==> config.mk <==
export PLATFORM = sky130hd
export DESIGN_NAME = input_debounce
export DESIGN_NICKNAME = d
export VERILOG_FILES = /design/src/rtl/input_debounce.sv
export SDC_FILE = /design/constraint.sdc
export NUM_CORES = 1
export LEC_CHECK = 0
export CORE_MARGIN = 2
export CORE_UTILIZATION = 55
export CTS_CLUSTER_SIZE = 40
export DETAILED_ROUTE_END_ITERATION = 10
export PLACE_DENSITY = 0.77
export RECOVER_POWER = 100
export REMOVE_ABC_BUFFERS = 1
export SETUP_SLACK_MARGIN = 0.05
export SYNTH_ARGS = -nofsm -noshare
export SYNTH_HDL_FRONTEND = slang
export SYNTH_SLANG_ARGS = --single-unit
==> constraint.sdc <==
create_clock -name i_clk -period 2.4 [get_ports i_clk]
set_input_delay 0.48 -clock i_clk [delete_from_list [all_inputs] [get_ports i_clk]]
set_output_delay 0.48 -clock i_clk [all_outputs]
set_load 0.03 [all_outputs]
==> src/rtl/input_debounce.sv <==
// Switch/button input stage: pin synchronization, per-bit debounce and sticky
// button press flags, packed into the two 32-bit words read back by the LSU.
module input_debounce #(
    parameter int SW_WIDTH        = 18,
    parameter int BTN_WIDTH       = 4,
    parameter int DEBOUNCE_CYCLES = 250000
) (
    input  logic                 i_clk,
    input  logic                 i_reset,
    input  logic [SW_WIDTH-1:0]  i_io_sw,
    input  logic [BTN_WIDTH-1:0] i_io_btn_n,
    input  logic                 i_ld_en,
    input  logic [31:0]          i_ld_addr,
    output logic [31:0]          b_io_sw,
    output logic [31:0]          b_io_btn
);

    localparam int N     = SW_WIDTH + BTN_WIDTH;
    localparam int CNT_W = $clog2(DEBOUNCE_CYCLES + 1);
    localparam logic [CNT_W-1:0] CNT_LAST = CNT_W'(DEBOUNCE_CYCLES - 1);

    // Switches occupy the low bits, buttons (already inverted to pressed = 1) the top.
    logic [N-1:0]         raw;
    logic [N-1:0]         sync_p0;
    logic [N-1:0]         sync_p1;
    logic [N-1:0]         deb;
    logic [N-1:0]         deb_next;
    logic [CNT_W-1:0]     cnt      [N];
    logic [CNT_W-1:0]     cnt_next [N];
    logic [BTN_WIDTH-1:0] pf;
    logic [BTN_WIDTH-1:0] pf_next;
    logic [BTN_WIDTH-1:0] rise;
    logic                 clr;
    logic                 unused_addr_bits;

    assign raw              = {~i_io_btn_n, i_io_sw};
    assign unused_addr_bits = ^i_ld_addr[11:0];

    // Stage p0/p1: two-flop synchronizer
    always_ff @(posedge i_clk) begin
        if (i_reset) begin
            sync_p0 <= '0;
            sync_p1 <= '0;
        end else begin
            sync_p0 <= raw;
            sync_p1 <= sync_p0;
        end
    end

    // Debounce: any return to the accepted level restarts the run length.
    always_comb begin
        for (int i = 0; i < N; i++) begin
            deb_next[i] = deb[i];
            cnt_next[i] = '0;
            if (sync_p1[i] != deb[i]) begin
                if (cnt[i] == CNT_LAST) begin
                    deb_next[i] = sync_p1[i];
                end else begin
                    cnt_next[i] = cnt[i] + CNT_W'(1);
                end
            end
        end
    end

    // A new debounced press beats a simultaneous clearing load.
    always_comb begin
        rise    = deb_next[N-1:SW_WIDTH] & ~deb[N-1:SW_WIDTH];
        clr     = i_ld_en && (i_ld_addr[31:12] == 20'h10011);
        pf_next = rise | (pf & ~{BTN_WIDTH{clr}});
    end

    // Stage p2: debounced levels, counters and press flags
    always_ff @(posedge i_clk) begin
        if (i_reset) begin
            deb <= '0;
            pf  <= '0;
            for (int i = 0; i < N; i++) begin
                cnt[i] <= '0;
            end
        end else begin
            deb <= deb_next;
            pf  <= pf_next;
            for (int i = 0; i < N; i++) begin
                cnt[i] <= cnt_next[i];
            end
        end
    end

    always_comb begin
        b_io_sw                    = '0;
        b_io_sw[SW_WIDTH-1:0]      = deb[SW_WIDTH-1:0];
        b_io_btn                   = '0;
        b_io_btn[BTN_WIDTH-1:0]    = deb[N-1:SW_WIDTH];
        b_io_btn[16 +: BTN_WIDTH]  = pf;
    end

endmodule

; ---- Word level (Yosys, flattened, before mapping)
; Memories as Yosys holds them, arrays and structs flattened.
; Cells that the tools add are included.
; Widths: inputs -> output; s select.
[totals]
regBits = 70
latch_bits = 0
ramBits = 396
romBits = 0
output_inout_bits = 64
wordCells = 214
n_memories = 1
[classes]
addsub = 22
n_mul = 0
div_mod_pow = 0
n_lt_le_gt_ge = 0
n_eq_ne = 45
n_shift = 0
mux = 77
n_bitwise = 28
n_reduce_logical = 19
[mem_list]
columns = name, words, width, read_ports, rd_clocked_by_memory_dff, write_ports, line
row1 = cnt, 22, 18, 22, 0, 22, 28  ; logic [CNT_W-1:0] cnt [N];
[op_table]
columns = operator, count
row1 = $mux 18, 66
row2 = $add 18x1->18 const B, 22
row3 = $eq 18x18->1 const B, 22
row4 = $reduce_and 2->1, 18
row5 = $ne 1x1->1, 22
row6 = $or 1x1->1, 22
row7 = $eq 20x17->1 const B, 1
row8 = $not 4->4, 3
row9 = $mux 1, 11
row10 = $and 4x4->4, 2
row11 = $or 4x4->4, 1
row12 = $logic_and 1x1->1, 1

; ---- Logic depth before layout (Yosys ltp)
; An unclocked memory read counts as a cell.
[depth]
depth_word = 6
ltp_mapped = 6

; ---- Worst setup path after synthesis
; Ideal clock, no wire load.
[synth_path]
kind = register -> register
start = memory cnt[1][126] in the netlist's numbering
end = memory cnt[1][134] in the netlist's numbering
arrival_ps = 1935
required_time_ps = 2272
slack_ps = 337
stages_incl_launch_ff = 7
period_less_slack_ps = 2063
cell_sequence = dfxtp_1 ha_1 nand3_1 or4_1 o21ai_1 clkbuf_1 nor2_1
[synth_lines]
columns = element, line
row1 = "start, declared", 28

; ---- Worst setup path after layout
[layout_path]
start = register deb[21]
end = output b_io_btn[3]
[layout_lines]
columns = element, line
row1 = "start, declared", 26  ; logic [N-1:0] deb;
row2 = "start signal, assigned", 81  ; deb <= deb_next;
row3 = "end, declared", 15  ; output logic [31:0] b_io_btn
; No word-level cell between the ends.

==> results_dict.tcl <==
set metrics [dict create \
    status "completed" \
    cts_sinks 466 \
    synth_area_leaders "dfxtp_1 (46%), xnor2_1 (11%), nor2_1 (8.2%)" \
    rsz0062_at_grt "false" \
    drt_iter0_drc 767 \
    crit_path_start_kind "register" \
    yosys_warnings 0 \
    tightestPinTransition_ns 0.7164 \
    worst_path_largest_cell_delay_ns 0.79 \
    r2r_slack_ns 0.25 \
    power_switching_mw 3.277 \
    post-cts-setup-buffers 0 \
    fin_crit_ns 2.274 \
    drive_gt1_share_pct 5.246 \
    swShare_pct 20.28 \
    ys_ff_latch 466 \
    routed_wl_um 38320 \
    clock-root-buffer "clkbuf_16" \
    clock_latency_ns 0.56 \
    wire_per_inst_um 12.93 \
    final-hold-violation-count 0 \
    place.gp.congestion 0.8634 \
    dp_hpwl_um 25920 \
    utilization_pct 63.68 \
    htree_levels 2 \
    finalSetupTns_ns 0 \
    tritoncts "built" \
    cp_top_family "buffers and inverters" \
    drc_errors 0 \
    clkPwrFrac_pct 49.7 \
    core.rowCount 70 \
    via_per_inst 5.471 \
    start_util_pct 55.82 \
    core_area_mm2 0.03652 \
    cp_cell_sequence "dlygate4sd3_1" \
    slowest_stage "dlygate4sd3_1" \
    yosys.cell_types.count 47 \
    leakage_nw 6.766 \
    stdcell_count 2965 \
    antenna_found_initial 0 \
    p_per_area_mw_per_mm2 694.8 \
    fp.dieW_um 196.5 \
    grt_pass1_wl_um 66970 \
    path_max_fanout 4 \
    cts_hold_repair.buffers 0 \
    synth_area_mm2 0.02039 \
    cp-end-kind "primary output" \
    ios 121 \
    nets 2538 \
    area_delta_synth_final_pct 14.09 \
    syn_avg_cell_area_um2 8.723 \
    whs_ns 0.3786 \
    vias 16220 \
    crit_buf_inv 1 \
    timing_worst_setup_path_type "register to primary output" \
    drv_cap 0 \
    yosysMostFrequentCell "dfxtp_1" \
    internal-power_mw 12.88 \
    netlist_instances 2337 \
    synthArstFlopShare_pct 0 \
    die_h_um 196.5 \
    cp.arrival_ns 1.79 \
    grt_pass1_vias 15350 \
    setup_viol 0 \
    slew_headroom_pct 52.24 \
    fin_skew_ns 0.008695 \
    clockBufferDepth 3 \
    io_buffers 70 \
    slew_viol_final 0 \
    clk_pin_slew_worst_paths_ns 0.06 \
    yosys.area.top_type "dfxtp_1" \
    synth-seq-area-share_pct 45.76 \
    firstDrtPassIters 5 \
    drtAntennaViolNets 0 \
    p_comb_share_pct 2.0 \
    grt_max_degree 38 \
    die_area_mm2 0.03862 \
    fmax_mhz 439.8 \
    dp.cells 2877 \
    required_ns 1.92 \
    cts-resized-gates 0 \
    ys_top_cells_by_count "dfxtp_1 (466), nor2_1 (448), xnor2_1 (267)" \
    grt_overflow 0 \
    antenna-diode-count 0 \
    cts_made_buffers 48 \
    power_frac_seq_pct 48.3 \
    synth_top_area_share_pct 45.76 \
    synth_edf_count 0 \
    vdd_drop_max_v 0.0007745 \
    synth_ff_type "dfxtp_1" \
    hold_path_class "input port to register" \
    power_mw 16.16 \
    grtUsageTotal_pct 19.89 \
    fin_crit_sh_pct 94.75 \
]
## final timing paths
check / startpoint / endpoint / cells past startpoint
worst max-delay path: deb[21] / b_io_btn[3] / 1
worst min-delay path: i_reset / sync_p0[6] / 2
worst max register to register: cnt[2][13] / cnt[2][5] / 5
worst min register to register: sync_p0[15] / sync_p1[15] / 1
## layer usage
metal / up-vias / GRT usage [%] / share of wire [%]
met1: 7575 / 24.62 / 46
met5: - / 0 / 0
met4: 0 / 6.425 / 2.1
met3: 65 / 3.953 / 4.1
li1: 8323 / - / -
met2: 259 / 34.78 / 48
## final cells by class
cell class | count | area [um2]
fill | 3049 | 13270
multi-input combinational | 1757 | 10410
sequential | 466 | 9329
clock buffer | 62 | 1325
timing repair buffer | 115 | 940.9
tap | 468 | 585.6
clock inverter | 26 | 400.4
inverter | 71 | 266.5
## cells by family after synthesis
group	share of synthesized area (%)
other	0.01840
adder cells (fa/ha/maj)	1.350
AND/OR/NAND/NOR	30.45
buffers and inverters	3.590
AO/OA/AOI/OAI	4.174
multiplexers	0.3928
flip-flops	45.76
XOR/XNOR	14.26
## through the flow
step | area, um2 | setup WS, ns
after floorplan | 20060 | 0.2793
after global placement | 21690 | 0.3419
after detailed placement | 21690 | 0.3144
after CTS | 23420 | 0.1387
after global routing | 23260 | 0.06790
final | 23260 | 0.1261
## placed cells by master (no fill, tap or decap), drive strengths merged, types with 2 or more instances in the layout
cell type      instances
dfxtp                466
nor2                 448
xnor2                267
nand3                142
nor4                 115
nand4                114
nand2                100
clkbuf                94
inv                   73
nor3                  69
xor2                  65
o21ai                 55
a21oi                 54
or3                   43
nor2b                 43
clkdlybuf4s50         40
conb                  38
nor4b                 31
or4                   29
dlygate4sd3           29
ha                    22
and4                  17
nand2b                16
o31ai                 16
buf                   14
or2                   13
clkinv                12
and3                  11
bufinv                10
mux2i                  8
or3b                   8
o41ai                  8
and2                   6
or4b                   6
a21o                   3
nor4bb                 2
nand3b                 2
clkinvlp               2
## power by group through the flow
stage | combinational (mW) | sequential [mW] | clock [mW]
floorplan | 0.176 | 7.97 | 0
global placement | 0.323 | 7.98 | 0
detailed placement | 0.331 | 7.98 | 0
CTS | 0.333 | 7.81 | 8.26
global route | 0.346 | 7.81 | 8.58
finish | 0.315 | 7.81 | 8.04
## sequential cells by signal, indices dropped and copies added, names as in the netlist
register / flops
cnt: 396
deb: 22
pf: 4
sync_p0: 22
sync_p1: 22
(Power assumes the default switching activity.)
